`config.mk`:
```
export PLATFORM = sky130hd
export DESIGN_NAME = arith_arb
export DESIGN_NICKNAME = d
export VERILOG_FILES = /design/src/rtl/arith_arb.sv
export SDC_FILE = /design/constraint.sdc
export NUM_CORES = 2
export LEC_CHECK = 0
export ABC_AREA = 1
export CORE_UTILIZATION = 60
export DETAILED_ROUTE_END_ITERATION = 7
export PLACE_DENSITY = 0.78
export SKIP_LAST_GASP = 1
export SLEW_MARGIN = 15
export SYNTH_ARGS = -nofsm -noshare
export SYNTH_HDL_FRONTEND = slang
export SYNTH_SLANG_ARGS = --single-unit
```
`constraint.sdc`:
```
create_clock -name clk -period 8.2 [get_ports clk]
set_input_delay 1.64 -clock clk [delete_from_list [all_inputs] [get_ports clk]]
set_output_delay 1.64 -clock clk [all_outputs]
set_load 0.05 [all_outputs]
```
`src/rtl/arith_arb.sv`:
```
// arith_arb -- two requesters share one arithmetic unit (adder plus multiplier).
//
// Ports:
//   clk, reset          clock; synchronous active-high reset
//   reqN_valid          requester N has an operation pending (N = 0, 1)
//   reqN_op             0 = add, 1 = multiply
//   reqN_a, reqN_b      operands, W bits each
//   reqN_cin            carry-in, used for add only
//   reqN_ready          requester N accepted this cycle (handshake with valid)
//   resp_valid          response available
//   resp_id             requester that owns the response
//   resp_result         add sum, or low W bits of the product
//   resp_cout           add carry-out, or multiply overflow flag
//   resp_ready          consumer takes the response this cycle
//
// state | meaning
// ------+--------------------------------------------------------------
// IDLE  | no operation in flight; grant computed combinationally
// BUSY  | operands latched; the result is registered at the next edge
// DONE  | response presented; held until resp_ready is sampled high

module arith_arb #(
  parameter int W = 32
) (
  input  logic         clk,
  input  logic         reset,
  input  logic         req0_valid,
  input  logic         req0_op,
  input  logic [W-1:0] req0_a,
  input  logic [W-1:0] req0_b,
  input  logic         req0_cin,
  output logic         req0_ready,
  input  logic         req1_valid,
  input  logic         req1_op,
  input  logic [W-1:0] req1_a,
  input  logic [W-1:0] req1_b,
  input  logic         req1_cin,
  output logic         req1_ready,
  output logic         resp_valid,
  output logic         resp_id,
  output logic [W-1:0] resp_result,
  output logic         resp_cout,
  input  logic         resp_ready
);

  typedef enum logic [1:0] {
    IDLE = 2'd0,
    BUSY = 2'd1,
    DONE = 2'd2
  } state_t;

  state_t         state, state_nxt;
  logic           last_grant;
  logic           gnt0, gnt1;

  logic           op_q;
  logic           cin_q;
  logic           id_q;
  logic [W-1:0]   a_q, b_q;

  logic [W:0]     sum;
  logic [2*W-1:0] prod;
  logic [W-1:0]   res_nxt;
  logic           cout_nxt;

  // Grant and next-state. Under contention the requester that did not win
  // last time is served; readies are masked during reset so nothing is
  // accepted in a reset cycle even if the FSM happens to sit in IDLE.
  always_comb begin
    state_nxt  = state;
    gnt0       = 1'b0;
    gnt1       = 1'b0;
    req0_ready = 1'b0;
    req1_ready = 1'b0;
    case (state)
      IDLE: begin
        if (req0_valid && (!req1_valid || last_grant)) begin
          gnt0 = 1'b1;
        end else if (req1_valid) begin
          gnt1 = 1'b1;
        end
        req0_ready = gnt0 && !reset;
        req1_ready = gnt1 && !reset;
        if (gnt0 || gnt1) begin
          state_nxt = BUSY;
        end
      end
      BUSY: begin
        state_nxt = DONE;
      end
      DONE: begin
        if (resp_ready) begin
          state_nxt = IDLE;
        end
      end
      default: begin
        state_nxt = IDLE;
      end
    endcase
  end

  // Shared arithmetic on the latched operands.
  always_comb begin
    sum      = {1'b0, a_q} + {1'b0, b_q} + {{W{1'b0}}, cin_q};
    prod     = {{W{1'b0}}, a_q} * {{W{1'b0}}, b_q};
    res_nxt  = op_q ? prod[W-1:0] : sum[W-1:0];
    cout_nxt = op_q ? (|prod[2*W-1:W]) : sum[W];
  end

  assign resp_valid = (state == DONE);

  always_ff @(posedge clk) begin
    if (reset) begin
      state       <= IDLE;
      last_grant  <= 1'b1;
      op_q        <= 1'b0;
      cin_q       <= 1'b0;
      id_q        <= 1'b0;
      a_q         <= '0;
      b_q         <= '0;
      resp_id     <= 1'b0;
      resp_result <= '0;
      resp_cout   <= 1'b0;
    end else begin
      state <= state_nxt;
      // In IDLE a grant is always a handshake, since ready follows the grant.
      if (gnt0) begin
        op_q       <= req0_op;
        a_q        <= req0_a;
        b_q        <= req0_b;
        cin_q      <= req0_cin;
        id_q       <= 1'b0;
        last_grant <= 1'b0;
      end else if (gnt1) begin
        op_q       <= req1_op;
        a_q        <= req1_a;
        b_q        <= req1_b;
        cin_q      <= req1_cin;
        id_q       <= 1'b1;
        last_grant <= 1'b1;
      end
      // Response fields change only on BUSY->DONE, so they stay stable in
      // DONE and keep their last values after the response is taken.
      if (state == BUSY) begin
        resp_id     <= id_q;
        resp_result <= res_nxt;
        resp_cout   <= cout_nxt;
      end
    end
  end

endmodule
```
==> impl_results.md <==
- Post-Synth Simple-Gate Area: roughly a fifth
- Crit path from: b_q[18]
- IO buf count: 173
- Longest Clk Path Bufs: 2
- DIE AREA: ~71000 sq um
- Max frequency: 126.4 MHz
- Setup crit end kind: register
- FILL cells: 5951
- Synth warn: 0
- Compound-Gate Fraction of Synth Area: 4.766%
- Critical Path Max Stage Delay: 0.89 ns
- Synth Area in Adders: 51.79%
- Sequential share of the synthesized area: 4.976%
- Antenna violations before repair: 1
- Commonest cells after routing, fill and taps aside: inv_1, nand2_1, fa_1, ha_1, nand3_1
- Slew Viols, Final: 0
- Most common cell after layout, fill and taps aside: inv_1
- Status: finished, final reports clean
- Final setup TNS: 0 ns
- Htree depth: 3
- Post-Syn Area: approximately 42000 sq um
- Critical path startpoint category: register
- Synth async-reset ratio: 0%
- Die H: 266.1 microns
- Die X: 266.1 microns
- Synthesized flop and latch total: between 100 and 150
- Clk sink count: ~100
- Root Buffer: clkbuf_16
- Final instance area: ~45000 sq um
- Initial Utilization: 60.79%
- Ys flop type: dfxtp_1
- Nets: 7152
- CTS Buf Count: 9
- Post-CTS Hold Buffers: 0
- Critical Path RT: 8.48 ns
- Worst Hold Class: register to register
- Core ar.: 68830 sq um
- Vias in the first global route: 37.48k
- Crit path DAT: between 8 and 9 ns
- Slew @ Worst Pin: between 1 and 1.5 ns
- Final HPWL DP: 113200 microns
- Final WS setup: just under 0.3 ns
- RSZ-0062 raised after global routing: false
- TritonCTS clock tree: yes
- Dpl cells: 6742
- Final setup skew: around 0.024 ns
- Mapped Cells: 5749
- Syn_nets: 7079
- Clock latency on the worst-skew pair: 0.43 ns
- CP delay by family, top: adder cells
- XOR/XNOR Fraction of Synth Area: 0.5024%
- Bufs and invs on worst path: 2
- Avg WL per Cell: 19.84 microns
- Post-CTS Setup Inserts: 0
- Worst VDD drop: 0.0003791 V
- Max-cap violations: 0
- Multiplexer share of the synthesized area: 0%
- Hold WS: 0.4585 ns
- Slowest cell on crit path: dfxtp_1
- Finished Layout Cells: 6759
- Global Route Usage Sum: 39.71%
- Total Wirelength: ~130000 microns
- Syn-to-layout area delta: 8.519%
- Row count: 96
- Unique masters post-synth: 44
- Worst R2R Start: b_q[18]
- Final hold vios: 0
- Pleak: around 25 nW
- Largest fanout on the critical path: 10
- Setup Slack @ Placement: about 0.45 ns
- Placed Area: between 40000 and 50000 sq um
- 1st-iter DRT viols: between 3k and 4k
- Min-delay src: id_q
- Drt pass-1 iters: 6
- Antenna Nets Post-Route: 0
- Period utilization: roughly 96%
- Most used cell, CP: fa_1
- Sequential cell area: roughly 2100 sq um
- GRT Residual Overflow: 0
- Synthesized area per cell: 7.278 sq um
- DRC Markers: 0
- Clock slew at reported path FFs: 0.09 ns
- Slew headroom: 24.17%
- Number of synthesized flops with an enable pin: 0
- Multi-input logic area: 32460 sq um
- First-pass GRT wire length: 213000 microns
- GPL Wtd Cong: 1.010
- Power per standard cell area: about 370 nW/um^2
- Largest family of logic cells by synthesized area: adder cells
- Vias: 36.61k
- Tmin final: between 7 and 8 ns
- IO Pins: 174
- Largest net degree at the start of global routing: 77
- Crit Path Category: register to register
- Share of cells above drive strength 1: 3.724%
- Final setup fails: 0
- Vias per cell: 5.416
- Critical-path cell list: ha_1 -> inv_1 -> fa_1 -> fa_1 -> fa_1 -> fa_1 -> fa_1 -> fa_1 -> fa_1 -> fa_1 -> inv_1 -> ha_1 -> nand2_1 -> nor2_1 -> nand2_1 -> nor2_1 -> nand3_1 -> nand4_1 -> nand3_1 -> nor2_1 -> nand3_1 -> o21bai_1 -> a21oi_1
[synth_stat cells (4+ instances only)]
library cell  instances  area share, %
a21o_1                4          0.072
a21oi_1             134            1.6
a21oi_2               4          0.084
a31oi_1              14           0.21
and2_1                5          0.075
buf_1                 5          0.045
buf_2                10           0.12
clkbuf_1            238            2.1
dfxtp_1             104            5.0
fa_1                898             43
ha_1                295            8.8
inv_1              1690             15
nand2_1            1677             15
nand2_2              13           0.19
nand3_1             216            2.6
nand3_2              10           0.24
nand4_1              15           0.22
nor2_1              168            1.5
nor2_2               12           0.18
nor3_1               10           0.12
nor3_2                4          0.096
o211ai_1             71            1.3
o21a_1                5          0.090
o21ai_0              86            1.0
o21bai_1              8           0.14
xnor2_1               6           0.13
xor2_1               18           0.38
[routing by layer]
layer | vias to the layer above | share of wire (%) | GRT usage, %
met5 | - | 0 | 0
met4 | 0 | 5.3 | 17.65
met3 | 363 | 9.7 | 7.301
met2 | 1818 | 45 | 62.99
met1 | 17880 | 40 | 53.34
li1 | 16550 | - | -
[final cells by class]
class                      instances  area share, %
multi-input combinational       3698          71.50
tap                              931          2.565
timing repair buffer             315          6.685
clock buffer                       9         0.4960
antenna                            1       0.005511
inverter                        1694          14.00
clock inverter                     7         0.1598
sequential                       104          4.588
[cells by family (layout without fill, tap and decap cells)]
kind of cell,Yosys count,after routing
AOI/OAI and AO/OA,340,340
xor gates and xnor gates,24,24
adders and majority gates,1193,1193
buffers and inverters,1947,2025
DFF,104,104
other,0,1
and+or+nand+nor,2141,2141
[report_power, final]
group	internal (mW)	leakage [nW]	switching [mW]
Sequential	0.578	0.861	0.171
Clock	0.216	0.136	0.279
Combinational	5.02	24.5	10.5
Total	5.82	25.5	11.0
[registers in the layout (all words and copies together) (netlist names), 2 cells and up]
signal       flops
a_q             32
b_q             32
resp_result     32
state            2
[repair_timing]
item,in CTS,in global routing
endpoints found under the hold margin,0,0
endpoints found under the setup margin,0,1
gates resized for setup,0,1
[worst paths after layout]
| check | to | slack, ns | cells past startpoint |
|---|---|---|---|
| setup / recovery | resp_cout | 0.29 | 23 |
| hold / removal | id_q | 0.46 | 2 |
| setup reg to reg | resp_cout | 0.29 | 23 |
| hold reg to reg | id_q | 0.46 | 2 |
[metrics by stage]
stage / utilization (%) / power (mW)
floorplan: - / 9.928
global placement: 65.54 / 15.81
detailed placement: 65.54 / 15.88
CTS: 65.97 / 16.52
global route: 65.97 / 18.08
finish: 65.97 / 16.81
[tightest hold or removal path, cell delays in order, from the launching register on]
cell     delay, ns
dfxtp_1       0.30
inv_1         0.06
a21oi_1       0.06
(Power assumes the default switching activity.)
